==> src/rtl/debounce_sync_edge.sv <==
// debounce_sync_edge: two-flop synchroniser followed by a stability-count
// qualifier. Produces a clean registered level q plus one-cycle rise/fall
// strobes aligned with the first cycle of the new level.
module debounce_sync_edge #(
  parameter int STABLE_CYCLES = 4,
  parameter int CNT_W         = 8
) (
  input  logic clk,
  input  logic rst,
  input  logic d_in,
  output logic q,
  output logic rise,
  output logic fall,
  output logic busy
);

  typedef enum logic [1:0] {
    ST_LOW    = 2'd0,
    ST_CHK_HI = 2'd1,
    ST_HIGH   = 2'd2,
    ST_CHK_LO = 2'd3
  } state_t;

  // Final count value: reaching it with one more matching sample accepts the level.
  localparam logic [CNT_W-1:0] LP_LAST = CNT_W'(STABLE_CYCLES - 1);

  logic [1:0]       r_sync;   // [0] = s1, [1] = s2
  state_t           r_state;
  logic [CNT_W-1:0] r_cnt;
  logic             r_q;
  logic             r_rise;
  logic             r_fall;

  state_t           w_state_nxt;
  logic [CNT_W-1:0] w_cnt_nxt;
  logic             w_q_nxt;
  logic             w_rise_nxt;
  logic             w_fall_nxt;
  logic             w_sync;

  assign w_sync = r_sync[1];

  // Two-flop synchroniser; only the second stage feeds the qualifier.
  always_ff @(posedge clk) begin
    if (rst) r_sync <= 2'b00;
    else     r_sync <= {r_sync[0], d_in};
  end

  // Next-state, counter and output decode; strobes default low so they last one cycle.
  always_comb begin
    w_state_nxt = r_state;
    w_cnt_nxt   = r_cnt;
    w_q_nxt     = r_q;
    w_rise_nxt  = 1'b0;
    w_fall_nxt  = 1'b0;
    unique case (r_state)
      ST_LOW: begin
        if (w_sync) begin
          w_state_nxt = ST_CHK_HI;
          w_cnt_nxt   = CNT_W'(1);
        end
      end
      ST_CHK_HI: begin
        if (!w_sync) begin
          w_state_nxt = ST_LOW;
          w_cnt_nxt   = '0;
        end else if (r_cnt == LP_LAST) begin
          w_state_nxt = ST_HIGH;
          w_cnt_nxt   = '0;
          w_q_nxt     = 1'b1;
          w_rise_nxt  = 1'b1;
        end else begin
          w_cnt_nxt   = r_cnt + CNT_W'(1);
        end
      end
      ST_HIGH: begin
        if (!w_sync) begin
          w_state_nxt = ST_CHK_LO;
          w_cnt_nxt   = CNT_W'(1);
        end
      end
      ST_CHK_LO: begin
        if (w_sync) begin
          w_state_nxt = ST_HIGH;
          w_cnt_nxt   = '0;
        end else if (r_cnt == LP_LAST) begin
          w_state_nxt = ST_LOW;
          w_cnt_nxt   = '0;
          w_q_nxt     = 1'b0;
          w_fall_nxt  = 1'b1;
        end else begin
          w_cnt_nxt   = r_cnt + CNT_W'(1);
        end
      end
      default: begin
        w_state_nxt = ST_LOW;
        w_cnt_nxt   = '0;
        w_q_nxt     = 1'b0;
      end
    endcase
  end

  // State, counter and output registers; reset wins over any pending qualify edge.
  always_ff @(posedge clk) begin
    if (rst) begin
      r_state <= ST_LOW;
      r_cnt   <= '0;
      r_q     <= 1'b0;
      r_rise  <= 1'b0;
      r_fall  <= 1'b0;
    end else begin
      r_state <= w_state_nxt;
      r_cnt   <= w_cnt_nxt;
      r_q     <= w_q_nxt;
      r_rise  <= w_rise_nxt;
      r_fall  <= w_fall_nxt;
    end
  end

  assign q    = r_q;
  assign rise = r_rise;
  assign fall = r_fall;
  assign busy = (r_state == ST_CHK_HI) || (r_state == ST_CHK_LO);

endmodule

==> config.mk <==
export PLATFORM = sky130hd
export DESIGN_NAME = debounce_sync_edge
export DESIGN_NICKNAME = d
export VERILOG_FILES = /design/src/rtl/debounce_sync_edge.sv
export SDC_FILE = /design/constraint.sdc
export NUM_CORES = 1
export LEC_CHECK = 0
export ABC_AREA = 1
export CORE_MARGIN = 1
export CORE_UTILIZATION = 40
export DETAILED_ROUTE_END_ITERATION = 10
export GPL_TIMING_DRIVEN = 1
export PLACE_DENSITY = 0.65
export SLEW_MARGIN = 40
export SYNTH_ARGS = -nofsm -noshare
export SYNTH_HDL_FRONTEND = slang
export SYNTH_SLANG_ARGS = --single-unit
==> constraint.sdc <==
create_clock -name clk -period 3.6 [get_ports clk]
set_input_delay 0.36 -clock clk [delete_from_list [all_inputs] [get_ports clk]]
set_output_delay 0.36 -clock clk [all_outputs]
set_load 0.05 [all_outputs]
# ---- Yosys cells after proc, flatten, opt, wreduce, memory -nomap -nowiden
# Cells that the tools add are included.
dict set report op_classes {
  n_bitwise 3
  muxes 19
  addsub 1
  reduce_logical 8
  n_eq_ne 12
}
# cell count
set ops {}
lappend ops {{8-bit two-way mux} 5}
lappend ops {{8-bit one-hot mux with 4 select lines} 1}
lappend ops {{2-bit two-way mux} 6}
lappend ops {{2-bit inequality test, second input constant} 6}
lappend ops {{8-bit by 1-bit adder with 8-bit output, second input constant} 1}
lappend ops {{8-bit by 2-bit == test with 1-bit output, second input constant} 1}
lappend ops {{2-bit one-hot mux with 4 select lines} 1}
lappend ops {{3-bit inequality test, second input constant} 2}
lappend ops {{3-bit OR reduction} 2}
lappend ops {{1-bit two-way mux} 5}
lappend ops {{5-bit AND reduction} 1}
lappend ops {{2-bit == test, second input constant} 2}
lappend ops {{4-bit AND reduction} 1}
lappend ops {{1-bit inverter} 3}
lappend ops {{2-bit by 1-bit == test with 1-bit output, second input constant} 1}
lappend ops {{2-bit logical NOT} 1}
lappend ops {{1-bit one-hot mux with 2 select lines} 1}
lappend ops {{2-bit AND reduction} 1}
lappend ops {{2-bit nonzero test} 1}
lappend ops {{1-bit logical OR} 1}
dict set report word_totals {
  output_inout_bits 4
  register_bits 15
}

# ---- Longest topological paths before layout
# Gate-level depths: netlist of run 1.
dict set report depth {
  word_depth 4
  ltp_mapped 7
  ltp_nobuf 7
}

# ---- Least setup slack after synthesis of run 1
# Ideal clock, no wire load.
dict set report synth_timing {
  kind {reg-to-output}
  start {register r_state[0]}
  end {output busy}
  required_time_ns 3.240
  setup_slack_ns 2.332
  t_arrival_ns 0.908
  path_stages_with_launch 2
  cell_sequence {dfxtp_1 -> clkbuf_1}
}
dict set report synth_via {
  elab_chain_len 2
  word_cells_on_any_way 3
  cone_classes {2 x eq/ne; 1 x reduce/logical}
}
# element line
set synth_lines {}
lappend synth_lines {{start: declaration} 28} ;# state_t r_state;
lappend synth_lines {{start signal: assignment} 112} ;# r_state <= w_state_nxt;
lappend synth_lines {{2-bit by 1-bit == test with 1-bit output / 2-bit == test (equally long branches)} 123} ;# assign busy = (r_state == ST_CHK_HI) || (r_state == ST_CHK_LO);
lappend synth_lines {{1-bit logical OR (*)} 123}
lappend synth_lines {{end: declaration} 14} ;# output logic busy
# Every way passes the cells marked *; elsewhere a longest branch is shown, timed or not.

# ---- Worst setup path in the final report of run 1
# Ends and elaborated chain as after synthesis.

==> results of run 1 <==
sequential cells by signal (all words and copies together) (netlist names), named ones only:
register and flops:
q 1, r_cnt 8, fall 1, rise 1, r_sync 2, r_state 1
synth_stat cells:
cell	number
inv_1	9
a21oi_1	9
nor3_1	1
nand2_1	24
nand2_2	4
nor2_2	1
a21o_1	1
o22ai_1	1
nor2_1	12
clkbuf_1	2
dfxtp_1	15
and3_1	1
nor2_4	2
o21ai_1	1
o21ai_0	5
nand3_1	8
ha_1	1
nand4_1	1
logic make-up (layout without fill, tap and decap cells):
group / Yosys count / count (layout)
and+or+nand+nor: 54 / 54
AOI/OAI and AO/OA: 17 / 17
adders and majority gates: 1 / 1
buffers and inverters: 11 / 19
DFF: 15 / 15
power groups by stage:
stage	logic (mW)	registers, mW	clock network [mW]
after floorplan	0.00829	0.173	0
after global placement	0.0126	0.174	0
after detailed placement	0.0125	0.174	0
after CTS	0.0126	0.170	0.100
after global routing	0.0141	0.170	0.110
final	0.0124	0.170	0.0962
layer usage:
layer,vias to the layer above,wire (um),track usage [%]
li1,333,-,-
met1,274,632,20.93
met2,20,533,25.45
met3,2,69,6.250
met4,0,9,7.500
met5,-,0,0
cell type report:
class / count / area [um2] / area share [%]
clock buffer: 4 / 26.28 / 3.333
sequential: 15 / 300.3 / 38.10
inverter: 9 / 33.78 / 4.286
timing repair buffer: 6 / 60.06 / 7.619
multi-input combinational: 72 / 347.8 / 44.13
tap: 16 / 20.02 / 2.540
worst max-delay path by stage:
stage / end / slack [ps] / cells past startpoint
floorplan: busy / 2330 / 1
global placement: busy / 1950 / 1
detailed placement: busy / 1940 / 1
CTS: busy / 1620 / 1
global route: busy / 1570 / 1
finish: busy / 1640 / 1
stage by stage:
step / utilization (%) / worst slack [ps]
detailed placement: 48.88 / 1936
finish: 50.56 / 1637
global route: 50.56 / 1570
global placement: 48.88 / 1948
floorplan: - / 2332
CTS: 50.56 / 1618
==> metrics.yaml, run 1 <==
period_share_pct: 54.52
drive_gt1_share_pct: 9.434
hold_viol: 0
min_to: "r_sync[1]$_SDFF_PP0_"
fin_hold_ws_ps: 407.4
placed_cells: 118
r2r_cells: 6
tns_ps: 0
root_buffer: "clkbuf_4"
endpoint_kind: "primary output"
synth_area_um2: 689.4
ys_types: 18
h-tree-depth: 1
finalPower_mw: 0.2784
cts_inserted_buffers: 3
dp_hpwl_um: 902.9
p_clk_share_pct: 34.6
core-area_mm2: 0.001559
track_usage_pct: 16.67
mostFrequentLayoutCell: "nand2_1"
antenna_cells: 0
antenna_found_initial: 0
startpoint: "r_state[0]$_SDFFE_PP0P_"
synth_compound_area_share_pct: 12.89
synth_fa_ha_area_share_pct: 1.815
clk_pin_slew_ps: 80
cts_buffer_depth: 2
cts_resized: 0
grt_max_degree: 9
grt_pass1_wl_um: 2311
regToRegEndpoint: "q$_SDFFE_PP0P_"
cp_slowest_stage_delay_ps: 850
synth_xor_area_share_pct: 0
cp_max_fo: 7
syn_inst: 98
grt_pass1_vias: 554
fin_crit_ps: 1963
finalSetupViolCount: 0
ys_seq_elements: 15
fmax_mhz: 509.5
start_util_pct: 44.22
nNetsFinal: 111
yosys.area.top_type: "dfxtp_1"
cp-start-kind: "register"
synth_top_family_by_area: "simple AND/OR/NAND/NOR gates"
synth-simple-area-share_pct: 35.75
ant_nets: 0
drt_wl_total_um: 1245
ir_drop_mv: 0.2607
max_slew.worst_pin.slew_ps: 493.4
area_growth_pct: 14.34
synth_mux_area_share_pct: 0
drcViolationCount: 2
final_cell_mix: "nand2_1 (24), dfxtp_1 (15), nor2_1 (12)"
die_area_mm2: 0.001894
r2r_start: "r_cnt[0]$_SDFFE_PP0P_"
cp.arrival_ps: 1600
relSlewSlack_pct: 67.00
portBuffers: 6
path_class: "reg2out"
placed_area_um2: 762.0
crit_buf_inv: 1
fin_area_um2: 788.3
hold_class: "reg2reg"
drtIter0Drc: 10
vias_per_cell: 5.156
powerDensity_mw_per_mm2: 353.2
status: "finished, violations left"
vias: 629
rsz0062_at_grt: "false"
hold_buffers: 0
die_height_um: 43.52
fin_skew_ps: 7.064
seq_power_share_pct: 61.0
grt_overflow: 0
max_cap_violations: 0
synth_nets: 102
cts_tree: "yes"
final_max_slew_viol_count: 0
dr.pass1.iters: 7
slowest_stage: "clkdlybuf4s50_1"
insertion_delay_ps: 290
power_frac_comb_pct: 4.4
path_cells: "clkdlybuf4s50_1"
p_int_mw: 0.2155
r2r_setup_slack_ps: 2260
ys_seq_area_share_pct: 43.56
cp_top_family: "buffers and inverters"
avgRoutedWirePerCell_um: 10.20
instances_no_fill: 122
violations: "design-rule violations"
required_ps: 3240
fp.dieW_um: 43.52
switching_share_pct: 22.61
synth_top_area_share_pct: 43.56
io_pins: 7
min_from: "r_sync[0]$_SDFF_PP0_"
core.rowCount: 14
power.leakage_nw: 0.2797
synth_warnings: 0
ys_top_cells_by_area: "dfxtp_1 (44%), nand2_1 (13%), a21oi_1 (6.5%)"
p_switching_mw: 0.06293
postCtsSetupBuffers: 0
fillers: 173
worstHoldPathCells: 2
place.gp.congestion: 0.7507
synth_area_per_cell_um2: 7.035
cts_sinks: 15
Note: power is estimated with default switching activity, not from simulation.
==> run 2, diff against run 1 <==
==> constraint.sdc (replaced) <==
create_clock -name clk -period 1.84 [get_ports clk]
set_input_delay 0.184 -clock clk [delete_from_list [all_inputs] [get_ports clk]]
set_output_delay 0.184 -clock clk [all_outputs]
set_load 0.05 [all_outputs]
==> metrics.yaml, run 2 (same netlist as run 1, synthesis figures left out) <==
status: "finished, violations left"
violations: "design-rule violations"
final_max_slew_viol_count: 0  # unchanged
largest_register_ffs: 8  # unchanged
regArea_um2: 300.3  # unchanged
mostFrequentLayoutCell: "nand2_1"
top_usage_layer: "met2"
core.rowCount: 14  # unchanged
rsz0062_at_grt: "false"
drt_wl_total_um: 1399  # +12%
grt_pass1_vias: 560  # +1.1%
grtUsageMet2_pct: 28.18  # +2.7 points
powerDensity_mw_per_mm2: 679.7  # +92%
area_growth_pct: 15.79
hold_buffers: 0  # unchanged
cts_inserted_buffers: 3  # unchanged
hold_viol: 0  # unchanged
die_area_mm2: 0.001894  # unchanged
hold_class: "reg2reg"
period_share_pct: 86.25
final_cell_mix: "nand2_1 (24), dfxtp_1 (15), nor2_1 (12)"
fin_crit_ps: 1587
insertion_delay_ps: 280  # about the same
track_usage_pct: 17.62  # +0.95 points
cp_max_fo: 2  # -5
path_class: "reg2out"
drive_gt1_share_pct: 10.28  # +0.85 points
grt_util_met3_pct: 6.250  # unchanged
vias: 621  # -1.3%
top_register: "r_cnt"
clk_pin_slew_ps: 90  # about the same
grt_pass1_wl_um: 2401  # +3.9%
drcViolationCount: 2  # unchanged
start_util_pct: 44.22  # unchanged
slowest_stage: "clkdlybuf4s50_1"
fmax_mhz: 630.1
drtIter0Drc: 21  # +11
finalPower_mw: 0.5426  # +95%
cp-start-kind: "register"
max_cap_violations: 0  # unchanged
core-area_mm2: 0.001559  # unchanged
portBuffers: 6  # unchanged
required_ps: 1660  # -1580 ps
ir_drop_mv: 0.3849  # +48%
h-tree-depth: 1  # unchanged
cp_slowest_stage_delay_ps: 800  # -50 ps
fillers: 155  # -10%
tns_ps: 0  # unchanged
dr.pass1.iters: 8  # +1
cts_buffer_depth: 2  # unchanged
max_slew.worst_pin.slew_ps: 498.0  # +4.564 ps
grt_overflow: 0  # unchanged
cts_sinks: 15  # unchanged
die_height_um: 43.52  # unchanged
antenna_cells: 0  # unchanged
cp_top_family: "buffers and inverters"
power.leakage_nw: 0.3021  # +8.0%
place.gp.congestion: 0.7449  # -0.77%
cts_tree: "yes"
nNetsFinal: 112  # +0.90%
avgRoutedWirePerCell_um: 11.37  # +11%
postCtsSetupBuffers: 0  # unchanged
reg.largest.list: "r_cnt x8, r_sync x2"
root_buffer: "clkbuf_4"
grt_max_degree: 9  # unchanged
fp.dieW_um: 43.52  # unchanged
grt_use_met1_pct: 22.22  # +1.3 points
cp.arrival_ps: 1400  # -200 ps
antenna_found_initial: 0  # unchanged
finalSetupViolCount: 0  # unchanged
multi_input_area_um2: 347.8  # unchanged
path_cells: "clkdlybuf4s50_1"
vias_per_cell: 5.049  # -2.1%
relSlewSlack_pct: 66.70  # -0.31 points
fin_skew_ps: 6.276  # -0.7874 ps
ant_nets: 0  # unchanged
crit_buf_inv: 1  # unchanged
endpoint_kind: "primary output"
dp_hpwl_um: 1015  # +12%
io_pins: 7  # unchanged
run 2: layout make-up:
cell class,count,share of cell area [%]
clock buffer,4,3.292
multi-input combinational,72,43.57
inverter,9,4.232
tap,16,2.508
sequential,15,37.62
timing repair buffer,7,8.777
run 2: per-stage QoR:
stage / hold WS [ps] / setup slack, ps / area [um2] / utilization [%] / cells
floorplan: 291.0 / 653.2 / 689.4 / - / 98
global placement: 391.0 / 361.9 / 769.5 / 49.36 / 119
detailed placement: 393.1 / 354.2 / 769.5 / 49.36 / 119
CTS: 405.5 / 28.59 / 795.8 / 51.04 / 123
global route: 416.8 / 200.4 / 798.3 / 51.20 / 123
finish: 404.5 / 253.0 / 798.3 / 51.20 / 123
run 2: timing repair:
item | 4_1_cts | 5_1_grt
endpoints found under the setup margin | 0 | 1
endpoints found under the hold margin | 0 | 0
resized for setup | 0 | 1
run 2: metal layers:
| layer | wire (um) | vias to the layer above | share of wire [%] |
|---|---|---|---|
| met5 | 0 | - | 0 |
| met4 | 0 | 0 | 0 |
| met3 | 67 | 0 | 4.8 |
| met2 | 668 | 13 | 48 |
| met1 | 663 | 275 | 47 |
| li1 | - | 333 | - |
run 2: worst paths after layout:
check,startpoint,end,slack (ps),cells after the start
worst min register to register,r_sync[0]$_SDFF_PP0_,r_sync[1]$_SDFF_PP0_,400,2
worst max-delay path,q$_SDFFE_PP0P_,q,250,1
worst min-delay path,r_sync[0]$_SDFF_PP0_,r_sync[1]$_SDFF_PP0_,400,2
worst max register to register,r_cnt[0]$_SDFFE_PP0P_,q$_SDFFE_PP0P_,500,6
run 2: where the power goes:
group / switching (mW) / total (mW) / internal (mW)
clock network: 0.0998 / 0.184 / 0.0842
logic: 0.0159 / 0.0264 / 0.0104
registers: 0.00410 / 0.332 / 0.328
total: 0.120 / 0.543 / 0.423
